==> src/rtl/sabiranje_pkg.sv <==
// rtl/sabiranje_pkg.sv - shared op encoding and FSM state type for the digit-serial adder
package sabiranje_pkg;

    localparam logic OP_ADD = 1'b0;
    localparam logic OP_SUB = 1'b1;

    typedef enum logic [1:0] {
        IDLE = 2'd0,
        RUN  = 2'd1,
        DONE = 2'd2
    } state_t;

endpackage

==> src/rtl/sabirac_blok.sv <==
// rtl/sabirac_blok.sv - combinational K-bit chunk adder with carry-out and carry into its top bit
module sabirac_blok #(
    parameter int K = 2
) (
    input  logic [K-1:0] x,
    input  logic [K-1:0] y,
    input  logic         cin,
    output logic [K-1:0] s,
    output logic         cout,
    output logic         c_msb
);

    logic [K:0] full;

    // Full-width sum; the top sum bit recovers the carry that entered bit K-1.
    always_comb begin
        full  = {1'b0, x} + {1'b0, y} + {{K{1'b0}}, cin};
        s     = full[K-1:0];
        cout  = full[K];
        c_msb = full[K-1] ^ x[K-1] ^ y[K-1];
    end

endmodule

==> src/rtl/sabiranje_sekv.sv <==
// rtl/sabiranje_sekv.sv - digit-serial add/subtract unit with carry, overflow, zero and saturation
module sabiranje_sekv
    import sabiranje_pkg::*;
#(
    parameter int W = 8,
    parameter int K = 2
) (
    input  logic         clk,
    input  logic         rst_n,
    input  logic         in_valid,
    output logic         in_ready,
    input  logic [W-1:0] a,
    input  logic [W-1:0] b,
    input  logic         op,
    input  logic         sat,
    output logic         out_valid,
    input  logic         out_ready,
    output logic [W-1:0] z,
    output logic         carry,
    output logic         overflow,
    output logic         zero
);

    localparam int N  = W / K;
    localparam int CW = (N > 1) ? $clog2(N) : 1;

    if (W < 2 || K < 1 || K > W || (W % K) != 0) begin : g_param_check
        $error("sabiranje_sekv: need W >= 2, 1 <= K <= W and W a multiple of K");
    end

    state_t          state;
    logic [W-1:0]    a_r;
    logic [W-1:0]    b_r;
    logic [W-1:0]    sum_r;
    logic            c;
    logic            sat_r;
    logic            a_msb_r;
    logic [CW-1:0]   cnt;

    logic [K-1:0]    chunk_s;
    logic            chunk_cout;
    logic            chunk_c_msb;
    logic [W-1:0]    raw_sum;
    logic [W-1:0]    sat_val;
    logic [W-1:0]    final_z;
    logic            ovf;
    logic            last_chunk;

    sabirac_blok #(.K(K)) u_blok (
        .x     (a_r[cnt*K +: K]),
        .y     (b_r[cnt*K +: K]),
        .cin   (c),
        .s     (chunk_s),
        .cout  (chunk_cout),
        .c_msb (chunk_c_msb)
    );

    assign in_ready  = (state == IDLE);
    assign out_valid = (state == DONE);

    // Merge the current chunk into the partial sum and form the saturated result;
    // on the last chunk the chunk adder's c_msb is the carry into bit W-1.
    always_comb begin
        raw_sum                = sum_r;
        raw_sum[cnt*K +: K]    = chunk_s;
        last_chunk             = (cnt == CW'(N - 1));
        ovf                    = chunk_c_msb ^ chunk_cout;
        sat_val                = a_msb_r ? {1'b1, {(W-1){1'b0}}} : {1'b0, {(W-1){1'b1}}};
        final_z                = (sat_r && ovf) ? sat_val : raw_sum;
    end

    // Control FSM with operand capture, chunk accumulation and flag registration.
    always_ff @(posedge clk or negedge rst_n) begin
        if (!rst_n) begin
            state    <= IDLE;
            a_r      <= '0;
            b_r      <= '0;
            sum_r    <= '0;
            c        <= 1'b0;
            sat_r    <= 1'b0;
            a_msb_r  <= 1'b0;
            cnt      <= '0;
            z        <= '0;
            carry    <= 1'b0;
            overflow <= 1'b0;
            zero     <= 1'b0;
        end else begin
            case (state)
                IDLE: begin
                    if (in_valid) begin
                        a_r     <= a;
                        b_r     <= (op == OP_SUB) ? ~b : b;
                        c       <= op;
                        cnt     <= '0;
                        sat_r   <= sat;
                        a_msb_r <= a[W-1];
                        sum_r   <= '0;
                        state   <= RUN;
                    end
                end
                RUN: begin
                    sum_r <= raw_sum;
                    c     <= chunk_cout;
                    cnt   <= cnt + CW'(1);
                    if (last_chunk) begin
                        z        <= final_z;
                        carry    <= chunk_cout;
                        overflow <= ovf;
                        zero     <= (final_z == '0);
                        state    <= DONE;
                    end
                end
                DONE: begin
                    if (out_ready) begin
                        state <= IDLE;
                    end
                end
                default: state <= IDLE;
            endcase
        end
    end

endmodule

==> config.mk <==
export PLATFORM = sky130hd
export DESIGN_NAME = sabiranje_sekv
export DESIGN_NICKNAME = d
export VERILOG_FILES = /design/src/rtl/sabiranje_pkg.sv /design/src/rtl/sabirac_blok.sv /design/src/rtl/sabiranje_sekv.sv
export SDC_FILE = /design/constraint.sdc
export NUM_CORES = 1
export LEC_CHECK = 0
export ABC_AREA = 1
export BUFFER_PORTS_ARGS = -buffer_cell sky130_fd_sc_hd__buf_2
export CAP_MARGIN = 20
export CORE_MARGIN = 2
export CORE_UTILIZATION = 51
export DETAILED_ROUTE_END_ITERATION = 7
export GPL_TIMING_DRIVEN = 0
export PLACE_DENSITY = 0.72
export SYNTH_ARGS = -nofsm -noshare
export SYNTH_HDL_FRONTEND = slang
export SYNTH_SLANG_ARGS = --single-unit
==> constraint.sdc <==
create_clock -name clk -period 2.9 [get_ports clk]
set_clock_uncertainty 0.05 [all_clocks]
set_input_delay 0.145 -clock clk [delete_from_list [all_inputs] [get_ports clk]]
set_output_delay 0.145 -clock clk [all_outputs]
set_load 0.02 [all_outputs]
==> flow_metrics.py <==
metrics = {
    "status": {
        "status": "completed",
    },
    "global_routing": {
        "grt_pass1_wl_microns": 7960,
        "grt_max_degree": 42,
        "grt-ovfl-total": 0,
        "antenna_found_initial": 0,
        "grt_pass1_vias": 1773,
        "grt_usage_pct": 20.5,
    },
    "setup_path": {
        "crit_path_max_fanout": 7,
        "critPathLaunch": "cnt[0]",
        "path_class": "reg2reg",
        "reg2reg_from": "cnt[0]",
        "regToRegEndpoint": "z[5]",
        "cp.required_ns": 3.03,
        "end_kind": "register",
        "reg2reg_setup_slack_ns": 0.03,
        "arrival_ns": 3.00,
        "crit_path_start_kind": "register",
        "reg2reg_depth": 14,
    },
    "clocking": {
        "cts_buffers": 5,
        "cts.sinks": 41,
        "cts_max_level": 2,
        "cts_max_path_buffers": 2,
        "cts_tree": "done",
        "path_clk_slew_ns": 0.08,
        "cts_root_buf": "clkbuf_8",
        "clk_latency_ns": 0.30,
    },
    "timing": {
        "maxSlewViolCount": 0,
        "setup_slack_ns": 0.0250,
        "rsz0062_at_grt": "true",
        "fin_crit_ns": 2.87,
        "clock.fmax_mhz": 348,
        "hold_violations": 0,
        "setup_violations": 0,
        "worstMarginPinSlew_ns": 0.893,
        "period_share_pct": 99.1,
        "holdWs_ns": 0.0763,
        "slew_headroom_pct": 40.5,
    },
    "synth": {
        "synth.area.top_cells": "dfrtp_1, nand2_1, o21ai_0",
        "synth_fp_nets": 281,
        "netlist_area_sq_mm": 0.00219,
        "netlist.area_leader.share_pct": 46.8,
        "synth_top_area_cell": "dfrtp_1",
        "synth_cell_types": 27,
        "yosysWarnings": 0,
        "ys_ff_latch": 41,
        "avgSynthCellArea_sq_um": 8.74,
        "synth_seq_area_share_pct": 46.8,
        "synth_cells": 251,
    },
    "routing": {
        "drt-pass1-iter-count": 4,
        "viasPerCell": 4.98,
        "vias": 1828,
        "first_iter_violations": 75,
        "routed_wire_length_per_instance_microns": 12.6,
        "wl_microns": 4640,
        "antenna_left": 0,
        "drc": 0,
    },
    "min_path": {
        "hold_class": "in2reg",
        "hold_end": "b_r[0]",
        "hp-start": "b[0]",
        "hold_depth": 3,
    },
    "floorplanning": {
        "die_h_microns": 69.6,
        "rows": 23,
        "die_w_microns": 69.6,
        "dieArea_sq_mm": 0.00484,
        "start_util_pct": 54.1,
        "ios": 35,
        "core_area_sq_mm": 0.00406,
    },
    "placement": {
        "gp_congestion": 0.792,
        "dpl_worst_slack_ns": -0.201,
        "dp_hpwl_microns": 3100,
        "port_buffers": 33,
    },
    "job": {
        "drv_cap": 0,
    },
    "final_layout": {
        "nets": 347,
        "regArea_sq_mm": 0.00103,
        "syn_to_final_growth_pct": 26.9,
        "fillCellCount": 344,
        "n_antenna_cell": 0,
        "drive_above_1_share_pct": 29.7,
        "multi_input_area_sq_mm": 0.00106,
    },
}
-- per-stage QoR --
step	utilization, %	setup TNS, ns	cells	area, sq um
6_report	68.6	0	367	2780
5_1_grt	68.6	-0.541	367	2780
4_1_cts	65.9	0	357	2670
3_5_place_dp	59.7	-1.47	334	2420
3_3_place_gp	59.7	-1.45	334	2420
2_1_floorplan	-	0	251	2190
-- sequential cells by signal (all words and copies together), names as in the netlist --
register,cells
cnt,2
a_r,8
state,2
b_r,8
sat_r,1
c,1
z,8
overflow,1
sum_r,8
carry,1
zero,1
-- cells by family after synthesis --
| logic type | after synthesis | synth area share, % |
|---|---|---|
| simple gates | 113 | 25.3 |
| flops | 41 | 46.8 |
| compound gates | 46 | 12.1 |
| xor+xnor | 9 | 3.93 |
| buf+inv | 34 | 6.61 |
| fa+ha+maj | 8 | 5.25 |
-- critical path, stage by stage, from the launching register on --
cell,delay [ns]
dfrtp_2,0.45
buf_6,0.15
o21ai_2,0.14
o22ai_2,0.10
fa_2,0.36
inv_2,0.06
fa_2,0.45
xnor2_2,0.23
nand3_2,0.14
nand2_2,0.11
nand2_4,0.07
nand4_1,0.12
inv_2,0.06
nor2_4,0.18
a2bb2oi_1,0.09
-- per-layer routing --
| metal | global-route usage (%) | share of wire [%] |
|---|---|---|
| met1 | 25.7 | 46 |
| met2 | 35.0 | 49 |
| met3 | 4.94 | 3.0 |
| met4 | 6.10 | 1.4 |
| met5 | 0 | 0 |
-- timing repair --
| action | in CTS | in global routing |
|---|---|---|
| hold buffers | 11 | 0 |
| gates resized for setup | 7 | 13 |
| pin swaps | 3 | 9 |
| setup endpoints to repair | 9 | 9 |
| setup buffers | 5 | 10 |
| hold endpoints to repair | 51 | 0 |
-- layout by cell type (no fill, tap or decap), drive strengths merged, types with 2 or more instances in the layout --
cell type,instances
nand2,81
buf,49
dfrtp,41
o21ai,30
inv,28
nor2,16
nand3,13
dlygate4sd3,11
clkbuf,11
xnor2,9
o22ai,7
ha,6
a2bb2oi,6
nand4,3
fa,2
-- layout make-up --
class / count / area share, %
multi-input combinational: 176 / 38.2
sequential: 41 / 36.9
timing repair buffer: 59 / 13.9
inverter: 29 / 4.58
clock buffer: 7 / 3.10
tap: 50 / 2.25
buffer: 5 / 0.944
-- Yosys cell counts --
cell        n
o211ai_1    1
nand2_4     3
nand4_1     3
xnor2_2     1
nand2_2     4
xnor2_1     8
fa_1        2
nand3_2     5
bufinv_8    1
nand2_1    74
inv_1      23
nor2_4      3
a2bb2oi_1   6
clkbuf_1    4
nor2_2      1
dfrtp_1    41
nand3_4     2
o21ai_1     1
nand3_1     6
inv_2       5
nor2_1     12
ha_1        6
o21ai_0    29
a21oi_1     1
o31ai_1     1
o22ai_1     7
buf_4       1
-- worst max path at each step --
stage               endpoint  slack, ns
detailed placement      zero      -0.20
global placement        zero      -0.21
floorplan               zero       0.08
CTS                     zero      0.008
global route            zero       -0.1
finish                  z[5]       0.03
Power is left out: the tool's default activity adds up to more than one toggle a clock period on the data nets, which glitch-free logic cannot reach.
